--- config.mk ---
export PLATFORM = sky130hd
export DESIGN_NAME = lsu_commit_arb
export DESIGN_NICKNAME = d
export VERILOG_FILES = /design/src/rtl/lsu_commit_arb.sv
export SDC_FILE = /design/constraint.sdc
export NUM_CORES = 1
export LEC_CHECK = 0
export ABC_CLOCK_PERIOD_IN_PS = 19800
export BUFFER_PORTS_ARGS = -buffer_cell sky130_fd_sc_hd__buf_2
export CAP_MARGIN = 20
export CORE_MARGIN = 2
export CORE_UTILIZATION = 58
export CTS_BUF_LIST = sky130_fd_sc_hd__clkbuf_8
export DETAILED_ROUTE_END_ITERATION = 10
export GPL_ROUTABILITY_DRIVEN = 0
export GPL_TIMING_DRIVEN = 0
export PLACE_DENSITY = 0.82
export SLEW_MARGIN = 15
export SYNTH_ARGS = -nofsm -noshare
export SYNTH_HDL_FRONTEND = slang
export SYNTH_SLANG_ARGS = --single-unit
--- constraint.sdc ---
create_clock -name clk -period 19.8 [get_ports clk]
set_input_delay 3.96 -clock clk [delete_from_list [all_inputs] [get_ports clk]]
set_output_delay 3.96 -clock clk [all_outputs]
set_load 0.02 [all_outputs]
--- src/rtl/lsu_commit_arb.sv ---
// ============================================================================
// Module      : lsu_commit_arb
// Description : Merges LSU load/store commit streams through per-stream skid
//               FIFOs and a round-robin arbiter that keeps multi-beat loads
//               contiguous. Optional perf counters: LSU_COMMIT_PERF_EN.
// Revision    : 1.0 - initial release
// ============================================================================
`default_nettype none

module lsu_commit_arb #(
    parameter int NUM_THREADS = 4,
    parameter int NW_BITS     = 2,
    parameter int NR_BITS     = 5,
    parameter int BUF_DEPTH   = 2
) (
    input  logic                      clk,
    input  logic                      reset,
    input  logic                      ld_valid,
    output logic                      ld_ready,
    input  logic [NW_BITS-1:0]        ld_wid,
    input  logic [NUM_THREADS-1:0]    ld_tmask,
    input  logic [31:0]               ld_pc,
    input  logic [NR_BITS-1:0]        ld_rd,
    input  logic                      ld_wb,
    input  logic                      ld_eop,
    input  logic [NUM_THREADS*32-1:0] ld_data,
    input  logic                      st_valid,
    output logic                      st_ready,
    input  logic [NW_BITS-1:0]        st_wid,
    input  logic [NUM_THREADS-1:0]    st_tmask,
    input  logic [31:0]               st_pc,
    input  logic [NR_BITS-1:0]        st_rd,
    input  logic                      st_wb,
    input  logic                      st_eop,
    input  logic [NUM_THREADS*32-1:0] st_data,
    output logic                      out_valid,
    input  logic                      out_ready,
    output logic [NW_BITS-1:0]        out_wid,
    output logic [NUM_THREADS-1:0]    out_tmask,
    output logic [31:0]               out_pc,
    output logic [NR_BITS-1:0]        out_rd,
    output logic                      out_wb,
    output logic                      out_eop,
    output logic [NUM_THREADS*32-1:0] out_data
`ifdef LSU_COMMIT_PERF_EN
    ,
    output logic [31:0]               perf_ld_beats,
    output logic [31:0]               perf_st_beats,
    output logic [31:0]               perf_stalls
`endif
);

    localparam int DW = NUM_THREADS * 32;
    localparam int BW = NW_BITS + NUM_THREADS + 32 + NR_BITS + 2 + DW;
    localparam int PW = (BUF_DEPTH > 1) ? $clog2(BUF_DEPTH) : 1;
    localparam int CW = PW + 1;

    // Index 0 is the load stream, index 1 the store stream.
    logic          w_in_valid [2];
    logic [BW-1:0] w_in_beat  [2];
    logic          w_fifo_rdy [2];
    logic [BW-1:0] w_head     [2];
    logic          w_nonempty [2];
    logic          w_pop      [2];

    logic          r_rr_ptr;
    logic          r_lock;
    logic          r_out_valid;
    logic [BW-1:0] r_out_beat;

    logic          w_pick_ld;
    logic          w_pick_st;
    logic          w_can_load;
    logic [BW-1:0] w_grant_beat;

    assign w_in_valid[0] = ld_valid;
    assign w_in_valid[1] = st_valid;
    assign w_in_beat[0]  = {ld_wid, ld_tmask, ld_pc, ld_rd, ld_wb, ld_eop, ld_data};
    assign w_in_beat[1]  = {st_wid, st_tmask, st_pc, st_rd, st_wb, st_eop, st_data};
    assign ld_ready      = w_fifo_rdy[0];
    assign st_ready      = w_fifo_rdy[1];

    for (genvar g = 0; g < 2; g++) begin : g_fifo
        logic [BW-1:0] r_mem [BUF_DEPTH];
        logic [PW-1:0] r_rd_ptr;
        logic [PW-1:0] r_wr_ptr;
        logic [CW-1:0] r_count;
        logic          w_push;

        assign w_fifo_rdy[g] = (r_count < CW'(BUF_DEPTH));
        assign w_push        = w_in_valid[g] & w_fifo_rdy[g];
        assign w_head[g]     = r_mem[r_rd_ptr];
        assign w_nonempty[g] = (r_count != '0);

        always_ff @(posedge clk) begin
            if (w_push && !reset) begin
                r_mem[r_wr_ptr] <= w_in_beat[g];
            end
        end

        always_ff @(posedge clk) begin
            if (reset) begin
                r_rd_ptr <= '0;
                r_wr_ptr <= '0;
                r_count  <= '0;
            end else begin
                if (w_push) begin
                    r_wr_ptr <= r_wr_ptr + 1'b1;
                end
                if (w_pop[g]) begin
                    r_rd_ptr <= r_rd_ptr + 1'b1;
                end
                case ({w_push, w_pop[g]})
                    2'b10:   r_count <= r_count + 1'b1;
                    2'b01:   r_count <= r_count - 1'b1;
                    default: r_count <= r_count;
                endcase
            end
        end
    end

    // A held lock parks the grant on loads even when the load FIFO runs dry.
    always_comb begin
        w_pick_ld = 1'b0;
        w_pick_st = 1'b0;
        if (r_lock) begin
            w_pick_ld = w_nonempty[0];
        end else if (w_nonempty[0] && w_nonempty[1]) begin
            w_pick_ld = ~r_rr_ptr;
            w_pick_st = r_rr_ptr;
        end else begin
            w_pick_ld = w_nonempty[0];
            w_pick_st = w_nonempty[1];
        end
    end

    assign w_can_load   = ~r_out_valid | out_ready;
    assign w_pop[0]     = w_pick_ld & w_can_load;
    assign w_pop[1]     = w_pick_st & w_can_load;
    assign w_grant_beat = w_pop[0] ? w_head[0] : w_head[1];

    always_ff @(posedge clk) begin
        if (reset) begin
            r_rr_ptr    <= 1'b0;
            r_lock      <= 1'b0;
            r_out_valid <= 1'b0;
            r_out_beat  <= '0;
        end else begin
            if (w_pop[1]) begin
                r_rr_ptr <= 1'b0;
            end else if (w_pop[0]) begin
                if (w_head[0][DW]) begin
                    r_rr_ptr <= 1'b1;
                    r_lock   <= 1'b0;
                end else begin
                    r_lock   <= 1'b1;
                end
            end
            if (w_pop[0] || w_pop[1]) begin
                r_out_valid <= 1'b1;
                r_out_beat  <= w_grant_beat;
            end else if (out_ready) begin
                r_out_valid <= 1'b0;
            end
        end
    end

    assign out_valid = r_out_valid;
    assign out_data  = r_out_beat[DW-1:0];
    assign out_eop   = r_out_beat[DW];
    assign out_wb    = r_out_beat[DW+1];
    assign out_rd    = r_out_beat[DW+2 +: NR_BITS];
    assign out_pc    = r_out_beat[DW+2+NR_BITS +: 32];
    assign out_tmask = r_out_beat[DW+34+NR_BITS +: NUM_THREADS];
    assign out_wid   = r_out_beat[DW+34+NR_BITS+NUM_THREADS +: NW_BITS];

`ifdef LSU_COMMIT_PERF_EN
    logic        r_out_src;
    logic [31:0] r_perf_ld;
    logic [31:0] r_perf_st;
    logic [31:0] r_perf_stall;

    always_ff @(posedge clk) begin
        if (reset) begin
            r_out_src    <= 1'b0;
            r_perf_ld    <= '0;
            r_perf_st    <= '0;
            r_perf_stall <= '0;
        end else begin
            if (w_pop[0] || w_pop[1]) begin
                r_out_src <= w_pop[1];
            end
            if (r_out_valid && out_ready) begin
                if (r_out_src) begin
                    r_perf_st <= r_perf_st + 32'd1;
                end else begin
                    r_perf_ld <= r_perf_ld + 32'd1;
                end
            end
            if (r_out_valid && !out_ready) begin
                r_perf_stall <= r_perf_stall + 32'd1;
            end
        end
    end

    assign perf_ld_beats = r_perf_ld;
    assign perf_st_beats = r_perf_st;
    assign perf_stalls   = r_perf_stall;
`endif

endmodule

`default_nettype wire

* Word level (Yosys, flattened, before mapping)
Memories as Yosys holds them, arrays and structs flattened. A register that Yosys moved wholly into a read port is not among the register bits. Cells that the tools add are included.
Cells by class: $add $sub $neg 8, multiply operators 0, div/mod/pow operators 0, $lt $le $gt $ge 2, equal/unequal tests 4, shifts and indexed selects 0, muxes and demuxes 18, bitwise gates (word level) 8, reduce and logical (&&, ||, !) cells 13
Operator list (count):
- $mux W173 | 1
- $mux W1 | 15
- $reduce_bool A2 Y1 | 5
- $pmux W2 S2 | 2
- $add A1 B1 Y1 const B | 4
- $add A2 B1 Y2 const B | 2
- $and A1 B1 Y1 | 4
- $eq A2 B1 Y1 const B | 2
- $eq A2 B2 Y1 const B | 2
- $lt A2 B2 Y1 const B | 2
- $reduce_and A2 Y1 | 2
- $sub A2 B1 Y2 const B | 2
- $logic_and A1 B1 Y1 | 3
- $not A1 Y1 | 3
- $reduce_or A2 Y1 | 1
- $logic_not A1 Y1 | 1
- $logic_or A1 B1 Y1 | 1
- $or A1 B1 Y1 | 1
Storage, ports and cells: flip-flop bits (word level) 184, bits in latches 0, bits in writable memories 692, ROM bits 0, logic and storage cells 65, memories kept 2
Memory list:
- g_fifo[0].r_mem | words 2, width 173, rd ports 1, clocked after memory_dff 1, wr ports 1, RTL line 84 | logic [BW-1:0] r_mem [BUF_DEPTH];
- g_fifo[1].r_mem | words 2, width 173, rd ports 1, clocked after memory_dff 1, wr ports 1, RTL line 84

* Depth between registers and ports, before layout
Gate-level depths: netlist of the first run.
depth after elaboration 7, gate-level depth with buffers 8

* Worst setup path before layout of the first run
OpenSTA, ideal clock, no wires.
path kind input to register, start point input reset, end point memory g_fifo[0].r_mem[1][0] (netlist bit), enable pin, setup time 953 ps, data arrival time 16991 ps, required time 18847 ps, slack 1856 ps, stages on the path 3, path buffers 2, cell sequence clkbuf_1 -> clkbuf_1 -> nor3b_1
Between the ends: cells in the longest elaborated chain, start to end 4
RTL lines:
- from (decl) | RTL line 17 | input logic reset,
- $logic_not A1 Y1 | RTL line 96 | if (w_push && !reset) begin
- $logic_and A1 B1 Y1 | RTL line 96
- $mux W1 | RTL line 96
- $mux W1 (not written as such) | RTL line 97 | r_mem[r_wr_ptr] <= w_in_beat[g];
- to (decl) | RTL line 84
No other way between the ends.

* Worst setup path after layout of the first run
start point input reset, end point memory g_fifo[0].r_mem[0][26] (netlist bit), enable pin
The elaborated chain is that of the path after synthesis.

==> flow_summary.html, run 1 <==
<table>
<tr><th>Metric</th><th>Value</th></tr>
<tr><th colspan="2">STA</th></tr>
<tr><td>Fin crit period</td><td>~6.8 ns</td></tr>
<tr><td>Normalized max-slew margin</td><td>between 30% and 40%</td></tr>
<tr><td>Final-report max-slew violation count</td><td>0</td></tr>
<tr><td>Maximum achievable frequency</td><td>about 0.15 GHz</td></tr>
<tr><td>Smallest setup slack after layout</td><td>12.98 ns</td></tr>
<tr><td>RSZ-0062 raised after global routing</td><td>false</td></tr>
<tr><td>Max Clock Skew</td><td>about 0.043 ns</td></tr>
<tr><td>Final Hold Fails</td><td>0</td></tr>
<tr><td>Post-route clock period utilization</td><td>34.4%</td></tr>
<tr><td>Transition time of the tightest slew-check pin</td><td>0.931 ns</td></tr>
<tr><td>Setup-failing EPs final</td><td>0</td></tr>
<tr><th colspan="2">Synth</th></tr>
<tr><td>Gate Count Post-Synth</td><td>around 1900</td></tr>
<tr><td>Leading post-synthesis cells by instance count</td><td>sky130_fd_sc_hd__edfxtp_1 (692), sky130_fd_sc_hd__mux2i_1 (265), sky130_fd_sc_hd__dfxtp_1 (186), sky130_fd_sc_hd__nand2_1 (180), sky130_fd_sc_hd__a32o_1 (89)</td></tr>
<tr><td>Number of nets produced by synthesis</td><td>2225</td></tr>
<tr><td>Number of enable-type register cells in the synthesized netlist</td><td>approximately 690</td></tr>
<tr><td>Top flip-flop cell by instance count after synthesis</td><td>sky130_fd_sc_hd__edfxtp_1</td></tr>
<tr><td>Ranking of synthesized cells by area</td><td>sky130_fd_sc_hd__edfxtp_1 (65%), sky130_fd_sc_hd__dfxtp_1 (12%), sky130_fd_sc_hd__mux2i_1 (8.3%), sky130_fd_sc_hd__mux2_2 (2.9%), sky130_fd_sc_hd__a32o_1 (2.8%)</td></tr>
<tr><td>Netlist area before placement</td><td>between 30000 and 40000 um^2</td></tr>
<tr><td>Portion of synthesized cell area occupied by the leading cell type</td><td>between 60% and 70%</td></tr>
<tr><td>Mean instance size in the synthesized netlist</td><td>roughly 17 um^2</td></tr>
<tr><td>Synth area leader</td><td>sky130_fd_sc_hd__edfxtp_1</td></tr>
<tr><td>Cell variety after synth</td><td>35</td></tr>
<tr><td>Share of synthesized registers carrying an async set or reset</td><td>0%</td></tr>
<tr><td>Dominant cell by count in the synthesized netlist</td><td>sky130_fd_sc_hd__edfxtp_1</td></tr>
<tr><td>Sequential cell area fraction in the yosys report</td><td>76.7%</td></tr>
<tr><td>Yosys reg bits</td><td>approximately 880</td></tr>
<tr><td>Total of warnings raised by yosys</td><td>0</td></tr>
<tr><th colspan="2">CTS</th></tr>
<tr><td>Max H-tree Level</td><td>4</td></tr>
<tr><td>Reg clk slew, reported paths</td><td>about 0.06 ns</td></tr>
<tr><td>TritonCTS clock tree</td><td>built</td></tr>
<tr><td>Latest clock arrival within the worst-skew pair</td><td>between 0.7 and 0.8 ns</td></tr>
<tr><td>Number of gates given a new drive strength after cts</td><td>0</td></tr>
<tr><td>Number of sinks handled by clock tree synthesis</td><td>roughly 880</td></tr>
<tr><td>Largest buffer count on any clock path</td><td>3</td></tr>
<tr><td># hold bufs at CTS</td><td>0</td></tr>
<tr><td>Setup Fix Bufs, Post-CTS</td><td>0</td></tr>
<tr><td>Root cell of the clock tree</td><td>sky130_fd_sc_hd__clkbuf_8</td></tr>
<tr><td>Total clock buffers created by CTS</td><td>137</td></tr>
<tr><th colspan="2">Outcome</th></tr>
<tr><td>Run status</td><td>finished clean</td></tr>
<tr><th colspan="2">Global route</th></tr>
<tr><td>Global-route wire length before repair</td><td>between 100 and 150 mm</td></tr>
<tr><td>Overall global routing resource usage</td><td>28.4%</td></tr>
<tr><td>Global route total overflow</td><td>0</td></tr>
<tr><td>Largest net degree at the start of global routing</td><td>17</td></tr>
<tr><td>Number of antenna violations at the first check in global routing</td><td>slightly below 50</td></tr>
<tr><td>Number of global-route vias before repair</td><td>between 20000 and 25000</td></tr>
<tr><th colspan="2">Die</th></tr>
<tr><td>Die Span Y</td><td>around 240 um</td></tr>
<tr><td>Die Span X</td><td>between 200 and 250 um</td></tr>
<tr><td>Number of rows created at floorplan</td><td>between 80 and 90</td></tr>
<tr><td>Die footprint</td><td>about 57000 um^2</td></tr>
<tr><td>Core region area</td><td>about 55000 um^2</td></tr>
<tr><td>Initial Utilization</td><td>58.3%</td></tr>
<tr><td>Number of placed I/O pins</td><td>roughly 530</td></tr>
<tr><th colspan="2">Setup path</th></tr>
<tr><td>Signal arrival time at the worst endpoint</td><td>about 7.3 ns</td></tr>
<tr><td>Worst reg2reg path startpoint</td><td>g_fifo[0].r_count[1]</td></tr>
<tr><td>Critical path launch point type</td><td>input port</td></tr>
<tr><td>Element type at the critical path end</td><td>flip-flop</td></tr>
<tr><td>Data required time of the worst path</td><td>around 20 ns</td></tr>
<tr><td>Kind of critical path</td><td>in -&gt; reg</td></tr>
<tr><td>Largest fanout of any net on the critical path</td><td>10</td></tr>
<tr><td>Crit. Startpoint</td><td>reset</td></tr>
<tr><th colspan="2">Flow run</th></tr>
<tr><td>Number of maximum-capacitance constraint violations</td><td>0</td></tr>
<tr><th colspan="2">Route</th></tr>
<tr><td>Total length of routed met2 wires</td><td>between 40 and 50 mm</td></tr>
<tr><td>Routed wire length</td><td>a little over 80 mm</td></tr>
<tr><td>Avg Vias per Cell</td><td>5.77</td></tr>
<tr><td>Remaining number of nets flagged by the antenna check after routing</td><td>0</td></tr>
<tr><td>Drt pass-1 iters</td><td>7</td></tr>
<tr><td>Highest metal used</td><td>met5</td></tr>
<tr><td>Final routed wire length divided by cell count</td><td>~24 um</td></tr>
<tr><td>Via count of the routed design</td><td>~20000</td></tr>
<tr><td>DRC violations left</td><td>0</td></tr>
<tr><td>Violation count after the first detailed-routing iteration</td><td>1463</td></tr>
<tr><td>Wire length on met3</td><td>roughly 7.4 mm</td></tr>
<tr><td>Met1 layer wirelength in the final routing</td><td>30.3 mm</td></tr>
<tr><th colspan="2">Final layout</th></tr>
<tr><td>Final Non-Filler Cells</td><td>around 3500</td></tr>
<tr><td>Final-layout fill cell count</td><td>3472</td></tr>
<tr><td>Area delta synth-&gt;final</td><td>22.0%</td></tr>
<tr><td>Share of layout cells above drive strength 1</td><td>a little over a third</td></tr>
<tr><td>Total area of multi-input combinational cells</td><td>6850 um^2</td></tr>
<tr><td>Nets@finish</td><td>slightly below 3000</td></tr>
<tr><td>Sequential Area</td><td>between 20000 and 25000 um^2</td></tr>
<tr><th colspan="2">Placed design</th></tr>
<tr><td>Detailed placer's ending HPWL</td><td>roughly 58 mm</td></tr>
<tr><td>Number of buffers added on ports</td><td>525</td></tr>
<tr><td>Inst Count DP</td><td>around 3200</td></tr>
<tr><td>Pre-CTS setup slack</td><td>12.16 ns</td></tr>
<tr><th colspan="2">Worst hold path</th></tr>
<tr><td>Hold Startpoint</td><td>r_out_beat[141]</td></tr>
<tr><td>Class of the tightest hold or removal check</td><td>reg -&gt; reg</td></tr>
<tr><th colspan="2">Pwr</th></tr>
<tr><td>Worst IR Drop VDD</td><td>0.0861 mV</td></tr>
<tr><td>Total power divided by cell area</td><td>around 130 nW/um^2</td></tr>
<tr><td>Leakage Power</td><td>approximately 0.015 uW</td></tr>
</table>
## logic make-up (layout without fill, tap and decap cells)
kind of cell,after synthesis,count (layout),synth area share [%]
and+or+nand+nor,244,244,3.02
buffers and inverters,123,987,1.93
muxes,347,347,11.2
DFF,878,878,76.7
AOI/OAI and AO/OA,270,270,6.86
other,0,39,0
xor gates and xnor gates,8,8,0.219
adders and majority gates,2,2,0.0783
## flip-flops by register name (all words and copies together) (netlist names), named ones only
name             cells
out_valid            1
g_fifo.r_wr_ptr      2
g_fifo.r_rd_ptr      2
g_fifo.r_mem       692
g_fifo.r_count       4
r_out_beat         173
r_lock               1
r_rr_ptr             1
## layer usage
layer / vias up / global-route usage [%]
li1: 8905 / -
met1: 9910 / 33.8
met2: 959 / 45.5
met3: 260 / 9.19
met4: 24 / 16.6
met5: - / 0
## power breakdown
| group | internal (uW) | switching [uW] | total [uW] | leakage [uW] |
|---|---|---|---|---|
| clock network | 749 | 694 | 1440 | 0.00158 |
| registers | 2260 | 102 | 2370 | 0.00788 |
| logic | 527 | 906 | 1430 | 0.00529 |
| total | 3540 | 1700 | 5240 | 0.0147 |
## final timing paths
kind / cells after the start / slack (ns) / end
max reg2reg: 10 / 16.69 / g_fifo[0].r_mem[1][43]
min reg2reg: 1 / 0.46 / r_out_beat[141]
max: 11 / 12.98 / g_fifo[0].r_mem[0][26]
min: 1 / 0.46 / r_out_beat[141]
## placed cells by master (no fill, tap or decap), types with 4 or more instances in the layout
cell type	count
sky130_fd_sc_hd__a211oi_1	41
sky130_fd_sc_hd__a21oi_1	4
sky130_fd_sc_hd__a22o_1	43
sky130_fd_sc_hd__a32o_1	89
sky130_fd_sc_hd__buf_2	583
sky130_fd_sc_hd__buf_4	59
sky130_fd_sc_hd__buf_6	38
sky130_fd_sc_hd__clkbuf_1	48
sky130_fd_sc_hd__clkbuf_8	162
sky130_fd_sc_hd__clkinv_1	11
sky130_fd_sc_hd__clkinv_2	8
sky130_fd_sc_hd__clkinvlp_4	4
sky130_fd_sc_hd__dfxtp_1	186
sky130_fd_sc_hd__diode_2	39
sky130_fd_sc_hd__edfxtp_1	692
sky130_fd_sc_hd__inv_1	64
sky130_fd_sc_hd__inv_6	4
sky130_fd_sc_hd__mux2_2	82
sky130_fd_sc_hd__mux2i_1	265
sky130_fd_sc_hd__nand2_1	180
sky130_fd_sc_hd__nor2_1	52
sky130_fd_sc_hd__nor3_2	4
sky130_fd_sc_hd__o22ai_1	84
sky130_fd_sc_hd__xnor2_1	4
sky130_fd_sc_hd__xor2_1	4
## worst max-delay path, stage by stage
cell	delay, ns
sky130_fd_sc_hd__clkbuf_1	0.27
sky130_fd_sc_hd__clkbuf_1	0.37
sky130_fd_sc_hd__buf_1	0.35
sky130_fd_sc_hd__nor3_2	0.74
sky130_fd_sc_hd__buf_4	0.33
sky130_fd_sc_hd__buf_4	0.24
sky130_fd_sc_hd__buf_6	0.17
sky130_fd_sc_hd__buf_4	0.20
sky130_fd_sc_hd__buf_4	0.23
sky130_fd_sc_hd__buf_6	0.17
sky130_fd_sc_hd__buf_4	0.21
## stage by stage
step / cell area, um^2 / utilization, % / TNS, ns / hold WS (ns) / total power (uW)
finish: 39000 / 71.2 / 0 / 0.460 / 5240
detailed placement: 36200 / 66.1 / 0 / 0.448 / 3810
global route: 39000 / 71.1 / 0 / 0.474 / 5460
CTS: 38900 / 71.0 / 0 / 0.462 / 5250
floorplan: 32000 / - / 0 / 0.451 / 3340
global placement: 35500 / 64.7 / -4409.14 / 0.442 / 3810
## final cells by class
type,instances,area share [%]
flip-flops and latches,878,62.9
multi-input cells,871,17.6
repair buffers,610,8.65
clock buffers,162,5.72
well taps,704,2.26
plain buffers,120,1.55
clock inverters,92,1.10
diodes,39,0.250
inverters,3,0.0289
Note: power is estimated with default switching activity, not from simulation.
==> run 2, diff against run 1 <==
ABC_AREA = 1   (was default)
ABC_CLOCK_PERIOD_IN_PS = 7100   (was 19800)
CORE_UTILIZATION = 59   (was 58)
clock period = 7.1 ns   (was 19.8 ns; I/O delays follow)
==> flow_summary.html, run 2 <==
<table>
<tr><th>Metric</th><th>Value</th></tr>
<tr><th colspan="2">Outcome</th></tr>
<tr><td>Run status</td><td>finished clean</td></tr>
<tr><th colspan="2">CTS</th></tr>
<tr><td># hold bufs at CTS</td><td>0</td></tr>
<tr><td>Root cell of the clock tree</td><td>sky130_fd_sc_hd__clkbuf_8</td></tr>
<tr><td>TritonCTS clock tree</td><td>built</td></tr>
<tr><td>Setup Fix Bufs, Post-CTS</td><td>0</td></tr>
<tr><td>Number of sinks handled by clock tree synthesis</td><td>878</td></tr>
<tr><td>Reg clk slew, reported paths</td><td>around 0.060 ns</td></tr>
<tr><td>Number of gates given a new drive strength after cts</td><td>0</td></tr>
<tr><td>Latest clock arrival within the worst-skew pair</td><td>0.79 ns</td></tr>
<tr><td>Largest buffer count on any clock path</td><td>3</td></tr>
<tr><td>Total clock buffers created by CTS</td><td>140</td></tr>
<tr><td>Max H-tree Level</td><td>4</td></tr>
<tr><th colspan="2">Global route</th></tr>
<tr><td>Number of global-route vias before repair</td><td>25200</td></tr>
<tr><td>Global route total overflow</td><td>0</td></tr>
<tr><td>Overall global routing resource usage</td><td>between 30% and 40%</td></tr>
<tr><td>Global-route wire length before repair</td><td>142 mm</td></tr>
<tr><td>Largest net degree at the start of global routing</td><td>29</td></tr>
<tr><td>Number of antenna violations at the first check in global routing</td><td>51</td></tr>
<tr><th colspan="2">Synth</th></tr>
<tr><td>Mux cell area share after synthesis</td><td>1.19%</td></tr>
<tr><td>Share of synthesized registers carrying an async set or reset</td><td>0%</td></tr>
<tr><td>Synth Area in XOR/XNOR</td><td>0.0254%</td></tr>
<tr><td>Number of enable-type register cells in the synthesized netlist</td><td>692</td></tr>
<tr><td>Number of nets produced by synthesis</td><td>about 3500</td></tr>
<tr><td>Portion of synthesized cell area occupied by the leading cell type</td><td>about 60%</td></tr>
<tr><td>Total of warnings raised by yosys</td><td>0</td></tr>
<tr><td>Synth area leader</td><td>sky130_fd_sc_hd__edfxtp_1</td></tr>
<tr><td>Fraction of the mapped netlist area in adder cells</td><td>less than 1%</td></tr>
<tr><td>Simple-gate share of the synthesized area</td><td>between 10% and 20%</td></tr>
<tr><td>Yosys reg bits</td><td>878</td></tr>
<tr><td>Largest family of logic cells by synthesized area</td><td>simple AND/OR/NAND/NOR gates</td></tr>
<tr><td>Leading post-synthesis cells by instance count</td><td>sky130_fd_sc_hd__nand2_1 (951), sky130_fd_sc_hd__edfxtp_1 (692), sky130_fd_sc_hd__nor2_1 (228), sky130_fd_sc_hd__nand3_1 (191), sky130_fd_sc_hd__dfxtp_1 (186)</td></tr>
<tr><td>Cell variety after synth</td><td>27</td></tr>
<tr><td>Gate Count Post-Synth</td><td>3103</td></tr>
<tr><td>Netlist area before placement</td><td>between 30000 and 40000 um^2</td></tr>
<tr><td>Share of the synthesized area in compound gates (AO/OA/AOI/OAI)</td><td>under 10%</td></tr>
<tr><td>Top flip-flop cell by instance count after synthesis</td><td>sky130_fd_sc_hd__edfxtp_1</td></tr>
<tr><td>Sequential cell area fraction in the yosys report</td><td>71.2%</td></tr>
<tr><td>Dominant cell by count in the synthesized netlist</td><td>sky130_fd_sc_hd__nand2_1</td></tr>
<tr><td>Mean instance size in the synthesized netlist</td><td>11.1 um^2</td></tr>
<tr><td>Ranking of synthesized cells by area</td><td>sky130_fd_sc_hd__edfxtp_1 (60%), sky130_fd_sc_hd__dfxtp_1 (11%), sky130_fd_sc_hd__nand2_1 (10%), sky130_fd_sc_hd__nand3_1 (2.8%), sky130_fd_sc_hd__nor2_1 (2.5%)</td></tr>
<tr><th colspan="2">Setup path</th></tr>
<tr><td>Crit-path cells</td><td>clkbuf_1, clkbuf_1, nor3_4, buf_16, buf_8, buf_16, buf_16, buf_8</td></tr>
<tr><td>Element type at the critical path end</td><td>flip-flop</td></tr>
<tr><td>Kind of critical path</td><td>in -&gt; reg</td></tr>
<tr><td>Signal arrival time at the worst endpoint</td><td>between 3 and 4 ns</td></tr>
<tr><td>Cell type with the highest occurrence count on the critical path</td><td>sky130_fd_sc_hd__buf_16</td></tr>
<tr><td>Data required time of the worst path</td><td>~7.6 ns</td></tr>
<tr><td>Slack of the worst reg-to-reg path</td><td>~4.5 ns</td></tr>
<tr><td>Delay-heaviest family, CP</td><td>buffers and inverters</td></tr>
<tr><td>Critical path buffers and inverters</td><td>7</td></tr>
<tr><td>Largest fanout of any net on the critical path</td><td>17</td></tr>
<tr><td>Critical path launch point type</td><td>input port</td></tr>
<tr><td>Worst stage delay on the critical path</td><td>about 0.85 ns</td></tr>
<tr><td>Worst-path cell with the longest stage delay</td><td>sky130_fd_sc_hd__nor3_4</td></tr>
<tr><th colspan="2">STA</th></tr>
<tr><td>Final-report max-slew violation count</td><td>0</td></tr>
<tr><td>Fin crit period</td><td>between 3 and 4 ns</td></tr>
<tr><td>RSZ-0062 raised after global routing</td><td>false</td></tr>
<tr><td>Smallest setup slack after layout</td><td>~3.6 ns</td></tr>
<tr><td>Max Clock Skew</td><td>between 0.03 and 0.04 ns</td></tr>
<tr><td>Final Hold Fails</td><td>0</td></tr>
<tr><td>Maximum achievable frequency</td><td>about 0.28 GHz</td></tr>
<tr><td>Setup-failing EPs final</td><td>0</td></tr>
<tr><td>Normalized max-slew margin</td><td>around two fifths</td></tr>
<tr><td>Transition time of the tightest slew-check pin</td><td>0.918 ns</td></tr>
<tr><td>Post-route clock period utilization</td><td>49.6%</td></tr>
<tr><th colspan="2">Route</th></tr>
<tr><td>Via count of the routed design</td><td>between 20000 and 30000</td></tr>
<tr><td>DRC violations left</td><td>0</td></tr>
<tr><td>Remaining number of nets flagged by the antenna check after routing</td><td>0</td></tr>
<tr><td>Violation count after the first detailed-routing iteration</td><td>around 2000</td></tr>
<tr><td>Drt pass-1 iters</td><td>5</td></tr>
<tr><td>Avg Vias per Cell</td><td>5.48</td></tr>
<tr><td>Final routed wire length divided by cell count</td><td>between 20 and 25 um</td></tr>
<tr><td>Routed wire length</td><td>approximately 97 mm</td></tr>
<tr><th colspan="2">Worst hold path</th></tr>
<tr><td>Class of the tightest hold or removal check</td><td>reg -&gt; reg</td></tr>
<tr><th colspan="2">Die</th></tr>
<tr><td>Number of placed I/O pins</td><td>about 530</td></tr>
<tr><td>Die Span Y</td><td>246 um</td></tr>
<tr><td>Initial Utilization</td><td>59.7%</td></tr>
<tr><td>Number of rows created at floorplan</td><td>a little under 90</td></tr>
<tr><td>Die Span X</td><td>roughly 250 um</td></tr>
<tr><td>Die footprint</td><td>approximately 60000 um^2</td></tr>
<tr><td>Core region area</td><td>~58000 um^2</td></tr>
<tr><th colspan="2">Final layout</th></tr>
<tr><td>Most common library cell in the layout ignoring fill and taps</td><td>sky130_fd_sc_hd__nand2_1</td></tr>
<tr><td>Area delta synth-&gt;final</td><td>21.1%</td></tr>
<tr><td>Share of layout cells above drive strength 1</td><td>~23%</td></tr>
<tr><td>Register containing the most flip-flops in the final layout</td><td>g_fifo.r_mem</td></tr>
<tr><td>Nets@finish</td><td>4165</td></tr>
<tr><td>Top library cells by usage in the layout, fill and taps aside</td><td>sky130_fd_sc_hd__nand2_1 (951), sky130_fd_sc_hd__edfxtp_1 (692), sky130_fd_sc_hd__buf_2 (639)</td></tr>
<tr><td>Final Non-Filler Cells</td><td>between 4000 and 5000</td></tr>
<tr><td>Regs by FF count</td><td>g_fifo.r_mem x692, r_out_beat x173, g_fifo.r_count x4</td></tr>
<tr><td>Number of flip-flops under the largest register name</td><td>between 600 and 700</td></tr>
<tr><th colspan="2">Placed design</th></tr>
<tr><td>Pre-CTS setup slack</td><td>between 2 and 3 ns</td></tr>
<tr><td>Number of buffers added on ports</td><td>approximately 530</td></tr>
<tr><td>Inst Count DP</td><td>about 4400</td></tr>
<tr><td>Detailed placer's ending HPWL</td><td>a little under 70 mm</td></tr>
<tr><th colspan="2">Pwr</th></tr>
<tr><td>Leakage Power</td><td>0.0177 uW</td></tr>
<tr><td>Total power divided by cell area</td><td>approximately 410 nW/um^2</td></tr>
<tr><td>Worst IR Drop VDD</td><td>roughly 0.29 mV</td></tr>
<tr><th colspan="2">Flow run</th></tr>
<tr><td>Number of maximum-capacitance constraint violations</td><td>0</td></tr>
</table>
-- run 2: cell types whose count changed after synthesis, moves of 82 or more --
cell                      change
sky130_fd_sc_hd__mux2_2      -82
sky130_fd_sc_hd__nor2_1     +176
sky130_fd_sc_hd__o21ai_1     +97
sky130_fd_sc_hd__inv_1      +180
sky130_fd_sc_hd__nand3_1    +191
sky130_fd_sc_hd__o22ai_1     -84
sky130_fd_sc_hd__mux2i_1    -224
sky130_fd_sc_hd__a32o_1      -89
sky130_fd_sc_hd__nand2_1    +771
sky130_fd_sc_hd__o21ai_0    +130
-- run 2: logic make-up after synthesis --
kind of cell               Yosys count
and+or+nand+nor                   1450
DFF                                878
buffers and inverters              379
AOI/OAI and AO/OA                  352
muxes                               41
adders and majority gates            2
xor gates and xnor gates             1
-- run 2: worst register-to-register path, delay by kind of cell (launching register included) --
| kind | cells | cell delay (ns) |
|---|---|---|
| flip-flops | 1 | 0.32 |
| buffers and inverters | 6 | 1.10 |
| AND/OR/NAND/NOR | 2 | 0.89 |
-- run 2: stage by stage --
| step | util [%] | instance area, um^2 | TNS (ns) | total power [uW] | hold WS, ns |
|---|---|---|---|---|---|
| after global placement | 65.9 | 38000 | -3628.96 | 12800 | 0.432 |
| after global routing | 72.2 | 41600 | 0 | 18000 | 0.458 |
| after detailed placement | 67.4 | 38900 | 0 | 12900 | 0.442 |
| final | 72.3 | 41700 | 0 | 17100 | 0.451 |
| after floorplan | - | 34400 | -894.88 | 10700 | 0.426 |
| after CTS | 72.0 | 41600 | 0 | 17000 | 0.453 |
-- run 2: layout make-up --
type,instances,area [um^2]
Clock buffer,168,2310
Multi-Input combinational cell,1846,8340
Buffer,190,897
Sequential cell,878,24500
Clock inverter,88,363
Inverter,189,709
Timing Repair Buffer,567,3480
Antenna cell,49,123
Tap cell,765,957
Fill cell,3945,16000
-- run 2: path summary, 6_finish.rpt --
kind	endpoint	startpoint	depth (start not counted)
max	g_fifo[0].r_mem[1][22]	reset	8
min	g_fifo[1].r_rd_ptr	g_fifo[1].r_rd_ptr	1
max reg2reg	g_fifo[0].r_mem[1][22]	g_fifo[0].r_count[1]	8
min reg2reg	g_fifo[1].r_rd_ptr	g_fifo[1].r_rd_ptr	1
-- run 2: power by group --
group / internal [uW] / switching [uW] / leakage (uW)
Clock: 2140 / 1930 / 0.00161
Sequential: 6290 / 282 / 0.00787
Combinational: 1930 / 4480 / 0.00821
Total: 10400 / 6700 / 0.0177
-- run 2: layer usage --
layer	routed length [um]	global-route usage [%]	share of wire, %	vias to the layer above
met2	47800	53.0	49	1313
met3	9480	8.53	9.7	284
met5	212	0	0.22	-
li1	-	-	-	12000
met4	4670	16.6	4.8	32
met1	35100	38.1	36	12400
